**src/rtl/am_tdm_modulator.sv**
```systemverilog
// Time-multiplexed AM modulator: per-channel index/shift/mode config, 3-stage multiply pipeline.
// Define AM_TDM_MOD_SAT_EN for output saturation with a sticky sat_flag; otherwise output wraps.
module am_tdm_modulator #(
  parameter int unsigned W   = 12,
  parameter int unsigned NCH = 4
) (
  input  logic                          clk,
  input  logic                          rst,
  input  logic                          en,
  input  logic                          in_valid,
  input  logic                          in_first,
  input  logic signed [W-1:0]           base,
  input  logic signed [W-1:0]           carr,
  input  logic                          cfg_we,
  input  logic        [$clog2(NCH)-1:0] cfg_ch,
  input  logic signed [W-1:0]           cfg_shift,
  input  logic signed [W-1:0]           cfg_index,
  input  logic        [1:0]             cfg_mode,
  output logic signed [W-1:0]           modout,
  output logic                          out_valid,
  output logic        [$clog2(NCH)-1:0] out_ch,
  output logic                          sat_flag
);

  localparam int unsigned CW = $clog2(NCH);
  localparam logic [1:0] ModeReg = 2'd1;
  localparam logic [1:0] ModeDsb = 2'd2;

  logic signed [W-1:0] r_cfg_shift [NCH];
  logic signed [W-1:0] r_cfg_index [NCH];
  logic        [1:0]   r_cfg_mode  [NCH];
  logic [CW-1:0]       r_cnt;

  logic                r1_valid;
  logic [CW-1:0]       r1_ch;
  logic signed [W-1:0] r1_mattn;
  logic signed [W-1:0] r1_shift;
  logic [1:0]          r1_mode;
  logic signed [W-1:0] r1_carr;

  logic                r2_valid;
  logic [CW-1:0]       r2_ch;
  logic signed [W:0]   r2_mshift;
  logic signed [W-1:0] r2_carr;

  logic [CW-1:0]         w_tag;
  logic signed [2*W-1:0] w_prod1;
  logic signed [W-1:0]   w_mattn;
  logic signed [W:0]     w_mshift;
  logic signed [2*W:0]   w_prod3;
  logic signed [W-1:0]   w_res;
  logic                  w_unused;

  assign w_tag   = in_first ? '0 : r_cnt;
  assign w_prod1 = (2*W)'(base) * (2*W)'(r_cfg_index[w_tag]);
  assign w_mattn = w_prod1[2*W-2:W-1];

  always_comb begin
    w_mshift = '0;
    case (r1_mode)
      ModeReg: w_mshift = (W+1)'(r1_mattn) + (W+1)'(r1_shift);
      ModeDsb: w_mshift = (W+1)'(r1_mattn);
      default: w_mshift = '0;
    endcase
  end

  assign w_prod3 = (2*W+1)'(r2_mshift) * (2*W+1)'(r2_carr);

`ifdef AM_TDM_MOD_SAT_EN
  // p = w_prod3[2W:W-1]; it fits W bits only when its top three bits agree
  logic [2:0] w_top;
  logic       w_ovf;
  logic       r_sat;

  assign w_top    = w_prod3[2*W:2*W-2];
  assign w_ovf    = (w_top != 3'b000) && (w_top != 3'b111);
  assign w_res    = !w_ovf ? w_prod3[2*W-2:W-1] :
                    w_prod3[2*W] ? {1'b1, {(W-1){1'b0}}} : {1'b0, {(W-1){1'b1}}};
  assign w_unused = ^{w_prod1[2*W-1], w_prod1[W-2:0], w_prod3[W-2:0]};
  assign sat_flag = r_sat;

  always_ff @(posedge clk) begin
    if (rst) begin
      r_sat <= 1'b0;
    end else if (en && r2_valid && w_ovf) begin
      r_sat <= 1'b1;
    end
  end
`else
  assign w_res    = w_prod3[2*W-2:W-1];
  assign w_unused = ^{w_prod1[2*W-1], w_prod1[W-2:0], w_prod3[2*W:2*W-1], w_prod3[W-2:0]};
  assign sat_flag = 1'b0;
`endif

  // Config writes ignore en; a same-cycle sample has already read the old entry
  always_ff @(posedge clk) begin
    if (rst) begin
      for (int i = 0; i < int'(NCH); i++) begin
        r_cfg_shift[i] <= '0;
        r_cfg_index[i] <= '0;
        r_cfg_mode[i]  <= 2'd0;
      end
    end else if (cfg_we && (32'(cfg_ch) < NCH)) begin
      r_cfg_shift[cfg_ch] <= cfg_shift;
      r_cfg_index[cfg_ch] <= cfg_index;
      r_cfg_mode[cfg_ch]  <= cfg_mode;
    end
  end

  always_ff @(posedge clk) begin
    if (rst) begin
      r_cnt     <= '0;
      r1_valid  <= 1'b0;
      r1_ch     <= '0;
      r1_mattn  <= '0;
      r1_shift  <= '0;
      r1_mode   <= 2'd0;
      r1_carr   <= '0;
      r2_valid  <= 1'b0;
      r2_ch     <= '0;
      r2_mshift <= '0;
      r2_carr   <= '0;
      out_valid <= 1'b0;
      out_ch    <= '0;
      modout    <= '0;
    end else if (en) begin
      if (in_valid) begin
        r_cnt <= (w_tag == CW'(NCH - 1)) ? '0 : w_tag + CW'(1);
      end
      r1_valid  <= in_valid;
      r1_ch     <= w_tag;
      r1_mattn  <= w_mattn;
      r1_shift  <= r_cfg_shift[w_tag];
      r1_mode   <= r_cfg_mode[w_tag];
      r1_carr   <= carr;
      r2_valid  <= r1_valid;
      r2_ch     <= r1_ch;
      r2_mshift <= w_mshift;
      r2_carr   <= r1_carr;
      out_valid <= r2_valid;
      out_ch    <= r2_ch;
      modout    <= w_res;
    end
  end

endmodule
```
**config.mk**
```make
export PLATFORM = sky130hd
export DESIGN_NAME = am_tdm_modulator
export DESIGN_NICKNAME = d
export VERILOG_FILES = /design/src/rtl/am_tdm_modulator.sv
export SDC_FILE = /design/constraint.sdc
export NUM_CORES = 1
export LEC_CHECK = 0
export BUFFER_PORTS_ARGS = -buffer_cell sky130_fd_sc_hd__buf_2
export CAP_MARGIN = 20
export CORE_MARGIN = 2
export CORE_UTILIZATION = 55
export CTS_BUF_LIST = sky130_fd_sc_hd__clkbuf_16
export CTS_CLUSTER_DIAMETER = 120
export DETAILED_ROUTE_END_ITERATION = 10
export PLACE_DENSITY = 0.81
export SLEW_MARGIN = 20
export SYNTH_ARGS = -nofsm -noshare
export SYNTH_HDL_FRONTEND = slang
export SYNTH_SLANG_ARGS = --single-unit
```
**constraint.sdc**
```tcl
create_clock -name clk -period 16.8 [get_ports clk]
set_input_delay 3.36 -clock clk [delete_from_list [all_inputs] [get_ports clk]]
set_output_delay 3.36 -clock clk [all_outputs]
set_load 0.005 [all_outputs]
```
==> results of run 1 <==
## cell type report
type | instances | area (um2)
Clock inverter | 15 | 144
Timing Repair Buffer | 85 | 460
Tap cell | 442 | 553
Multi-Input combinational cell | 1289 | 11900
Inverter | 320 | 1200
Clock buffer | 17 | 425
Sequential cell | 190 | 4840
Fill cell | 2678 | 13100
## metrics by stage
step	cell area [um2]	worst slack (ns)
6_report	19600	7.03
5_1_grt	19600	6.56
4_1_cts	19500	7.14
3_5_place_dp	19000	6.71
3_3_place_gp	19000	6.89
2_1_floorplan	18300	7.41
## path summary, 6_finish.rpt
kind / startpoint / to / slack, ns
setup reg to reg: r_cnt[0] / r1_mattn[11] / 9.36
setup / recovery: in_first / r1_mattn[11] / 7.03
hold / removal: r1_valid / r1_valid / 0.47
hold reg to reg: r1_valid / r1_valid / 0.47
## placed cells by master, fill, tap and decap left out, drive strengths merged, types with 5 or more instances in the layout
cell	synthesis	routed
nor3	13	13
edfxtp	104	104
nor2	108	108
a311oi	14	14
and2	210	210
clkbuf	98	17
nand2	250	250
a22oi	9	9
xnor2	31	31
dfxtp	86	86
a21o	7	7
mux2i	40	40
nand2b	9	9
clkinv	1	7
inv	319	327
o21ai	16	16
or2	8	8
ha	107	107
and3	10	10
a21oi	51	51
a31oi	13	13
fa	269	269
nor2b	24	24
xor2	12	12
o21a	5	5
nand3	7	7
buf	6	85
a211oi	29	29
or3	5	5
## sequential cells by signal, summed over array words and instances (netlist names)
name / flops
r_cfg_index: 48
r_cfg_shift: 48
r2_mshift: 13
modout: 12
r1_carr: 12
r1_mattn: 12
r1_shift: 12
r2_carr: 12
r_cfg_mode: 8
out_ch: 2
r1_ch: 2
r1_mode: 2
r2_ch: 2
r_cnt: 2
out_valid: 1
r1_valid: 1
r2_valid: 1
## power by group through the flow
stage	registers, uW	clock network, uW	logic [uW]
floorplan	552	0	1100
global placement	565	0	1340
detailed placement	566	0	1400
CTS	555	397	1450
global route	559	416	1640
finish	556	394	1450
## cells by family after synthesis
family | after synthesis | synth area share
simple gates | 655 | 0.174
buf+inv | 424 | 0.0870
fa+ha+maj | 376 | 0.367
flops | 190 | 0.264
compound gates | 173 | 0.0645
xor+xnor | 43 | 0.0205
mux | 41 | 0.0224
other cells | 1 | 0.000205
## critical path: stages
cell      delay [ns]
buf_2           0.11
nand2b_2        0.11
buf_4           0.46
a211oi_1        0.10
a31oi_1         0.70
nand2_1         0.28
inv_1           0.13
fa_1            0.44
fa_1            0.52
inv_1           0.06
fa_1            0.50
inv_1           0.06
fa_1            0.53
inv_1           0.05
fa_1            0.48
inv_1           0.04
ha_1            0.31
nand2_1         0.09
nor2_1          0.04
o21ai_1         0.17
a31oi_1         0.20
o211ai_1        0.31
a21oi_1         0.19
o41a_1          0.38
and3_1          0.18
nor4_1          0.29
## per-layer routing
layer,up-vias,GRT usage,part of all wire
met3,75,0.0286,0.055
met4,0,0.0864,0.028
met2,410,0.418,0.51
li1,5926,-,-
met1,6386,0.294,0.41
met5,-,0,0
==> metrics.txt, run 1 <==
top cell type's share of synthesized area=0.294; slew margin rel.=0.307; io pins=74; Comb pwr share=0.604; Slew @ Worst Pin=around 1.0 ns; DR DRC count=0; gp weighted congestion=0.892; synth cell count leaders=inv_1 (319), fa_1 (269), nand2_1 (250); crit path kind=in -> reg; post-synthesis cell area=18300 um2; clock root buffer=clkbuf_16; Final setup viols=0; Area contributors post-synth=fa_1 (29%), edfxtp_1 (17%), dfxtp_1 (9.4%); # Post-CTS Setup Buffers=0; VDD IR max=between 0.15 and 0.2 mV; ANT cells=0; Mapped Nets=2337; Yosys reg bits=190; Seq pwr share=0.232; Hold Path Class=reg -> reg; Post-Syn Instances=1903; die area=34800 um2; most frequent cell after synthesis=inv_1; PostCTS Resize Cnt=0; Final nets=2337; antenna violations before repair=0; Most used DFF post-synth=edfxtp_1; buffers from clock root to sink, at most=2; Post-DP HPWL=29000 um; worst r2r path cells=26; Die Y=about 190 um; post-DR vias/cell=about 5.4; Worst-Skew Late Latency=about 0.44 ns; Core ar.=roughly 33000 um2; WHS=0.468 ns; Post-synth EDFFs=104; switching power=1040 uW; first-pass GRT wire length=66400 um; Starting Density=0.561; P&R area growth vs syn=6.65%; Critical Path AT=10.09 ns; CTS tree=done; Pint=1360 uW; Synth area leader=fa_1; Final Max Slew Viols=0; RSZ-0062 raised after global routing=no; Syn. warnings=0; Rows=66; Clk pwr share=0.164; DRT Pass-1 Iters=7; Reg clk slew, reported paths=0.07 ns; Fin Setup TNS=0 ns; fraction of layout cells with a size suffix above 1=0.0725; Leak=0.00889 uW; clock sink total=between 150 and 200; Worst setup EP type=flop; Antenna Nets Post-Route=0; post-route insts no fill=about 2400; Fmax=just over 100 MHz; port bufs=slightly above 70; skew final=0.0164 ns; Req. time, crit path=about 17 ns; WL/cell=16.5 um; vias=12800; sw frac=0.434; Initial DRC Count=888; global route overflow=0; final wirelength=between 30000 and 40000 um; Worst Hold Depth=2; PD cells=123 nW/um2; syn_area_per_cell=about 9.6 um2; Power Total=2400 uW; Async SR Flop Fraction=0; Hold Vio Cnt, Final=0; vias in the first global route=roughly 14000; status=completed; MaxCap Viol Count=0; Horiz. Die Dim=187 um; fin crit share=0.581; peak fanout along the critical path=53; placed cells=2326; Inserted Clock Buffers=17; post-route core utilization=0.598; hold_buf cts=0; post-synthesis sequential area ratio=0.264; Yosys cell types=60; H-tree levels=4; largest net degree at the start of global routing=94; post-route minimum period=9.77 ns; CP Launch Type=input pin; GRT Overall Usage=0.235
(Power assumes the default switching activity.)
==> inputs of run 2 (changes only) <==
Clock period 16.8 ns to 10.1 ns, I/O delays scaled along.
==> metrics.txt, run 2 (same netlist as run 1, synthesis figures left out) <==
Crit path max-delay family=adder cells; Final Max Slew Viols=0; fraction of layout cells with a size suffix above 1=0.0731; hold_buf cts=0; Fin Setup TNS=0 ns; Buf+Inv Stages, Crit Path=5; Critical Path AT=approximately 8.5 ns; MaxCap Viol Count=0; Hold Path Class=reg -> reg; Worst setup EP type=flop; buffers from clock root to sink, at most=2; met2 Use GR=0.402; most frequent cells in the layout=inv_1 (318), fa_1 (269), nand2_1 (250); RSZ-0062 raised after global routing=no; post-route minimum period=8.21 ns; Antenna Nets Post-Route=0; top flop regs=r_cfg_index x48, r_cfg_shift x48, r2_mshift x13; GR Util met1=0.290; fin crit share=0.812; H-tree levels=4; Final nets=2337; Die Y=187 um; Worst-Skew Late Latency=around 0.44 ns; FILL cells=~2700; final worst slack=1.89 ns; vias in the first global route=13300; die area=34800 um2; WL/cell=between 15 and 20 um; Leak=0.00889 uW; WHS=approximately 0.47 ns; CP startpoint=in_first; P&R area growth vs syn=6.69%; slowest cell on the critical path=a31oi_1; first-pass GRT wire length=64900 um; ANT cells=0; Most Crowded Layer GR=met2; GRT Overall Usage=0.230; peak fanout along the critical path=11; Req. time, crit path=10.42 ns; Reg2Reg Launch Point=r_cnt[0]; Inserted Clock Buffers=17; Max stage delay on crit path=a little under 0.9 ns; Initial DRC Count=658; Worst Hold Launch=r1_ch[1]; Power Total=about 3900 uW; slew margin rel.=0.240; Starting Density=0.561; Hold Vio Cnt, Final=0; post-DR vias/cell=5.45; leading cell type in the layout, fill and taps excluded=inv_1; Reg clk slew, reported paths=0.07 ns; GRT met3 Usage=0.0363; crit path kind=in -> reg; Slew @ Worst Pin=~1.1 ns; PD cells=199 nW/um2; Fmax=~120 MHz; clock root buffer=clkbuf_16; post-route core utilization=0.598; crit-path most repeated cell=fa_1; Horiz. Die Dim=about 190 um; Post-DP HPWL=29000 um; global route overflow=0; # Post-CTS Setup Buffers=0; DP Worst Slack=1.49 ns; DR DRC count=0; CTS tree=done; antenna violations before repair=0; io pins=74; PostCTS Resize Cnt=0; vias=12800; skew final=0.0134 ns; gp weighted congestion=0.900; VDD IR max=~0.30 mV; Core ar.=32700 um2; DRT Pass-1 Iters=5; largest net degree at the start of global routing=93; clock sink total=190; final wirelength=38400 um; Final setup viols=0; CP Launch Type=input pin; worst-path cell chain=buf_2 > nor2b_2 > nand2_1 > a31oi_1 > and2_1 > fa_1 > fa_1 > inv_1 > fa_1 > inv_1 > fa_1 > inv_1 > fa_1 > inv_1 > ha_1 > nand2_1 > nor2_1 > o21ai_1 > a31oi_1 > o211ai_1 > a21oi_1 > o21a_1 > or3_1 > a32o_1; port bufs=between 70 and 80; status=completed; Rows=66
run 2: cell types whose count changed in the layout (fill, tap and decap cells not counted):
cell	delta
clkinvlp_4	+1
inv_6	+2
clkinv_8	+1
a31oi_1	-1
a31oi_2	+1
inv_8	-2
clkinv_4	-2
run 2: where the power goes:
part / switching (uW) / internal (uW) / total (uW)
sequential: 42.1 / 881 / 923
combinational: 1280 / 1040 / 2320
clock: 324 / 328 / 652
total: 1650 / 2250 / 3900
run 2: metrics by stage:
step           instance area [um2]  cells
2_1_floorplan                18300   1903
3_3_place_gp                 19000   2326
3_5_place_dp                 19000   2326
4_1_cts                      19500   2358
5_1_grt                      19600   2358
6_report                     19600   2358
run 2: final cells by class:
type | instances | area [um2] | share of cell area
well taps | 442 | 553 | 0.0283
inverters | 320 | 1200 | 0.0614
multi-input cells | 1289 | 11900 | 0.610
clock buffers | 17 | 425 | 0.0217
repair buffers | 85 | 460 | 0.0235
clock inverters | 15 | 145 | 0.00742
flip-flops and latches | 190 | 4840 | 0.248
run 2: worst register-to-register path, delay by kind of cell (launching register included):
family	cells	cell delay [ns]
AOI/OAI and AO/OA	7	2.24
adders and majority gates	6	2.74
buffers and inverters	5	0.56
DFF	1	0.32
and+or+nand+nor	6	1.36
run 2: worst paths after layout:
check                                     to  slack, ns  depth (start not counted)
worst max-delay path            r1_mattn[10]       1.89                         24
worst min-delay path                r1_ch[1]       0.47                          2
worst max register to register  r1_mattn[10]       2.79                         24
worst min register to register      r1_ch[1]       0.47                          2
run 2: routing by layer:
layer  wire [um]  share of wire
met1       15500           0.40
met2       19600           0.51
met3        2110          0.055
met4        1180          0.031
met5           0              0
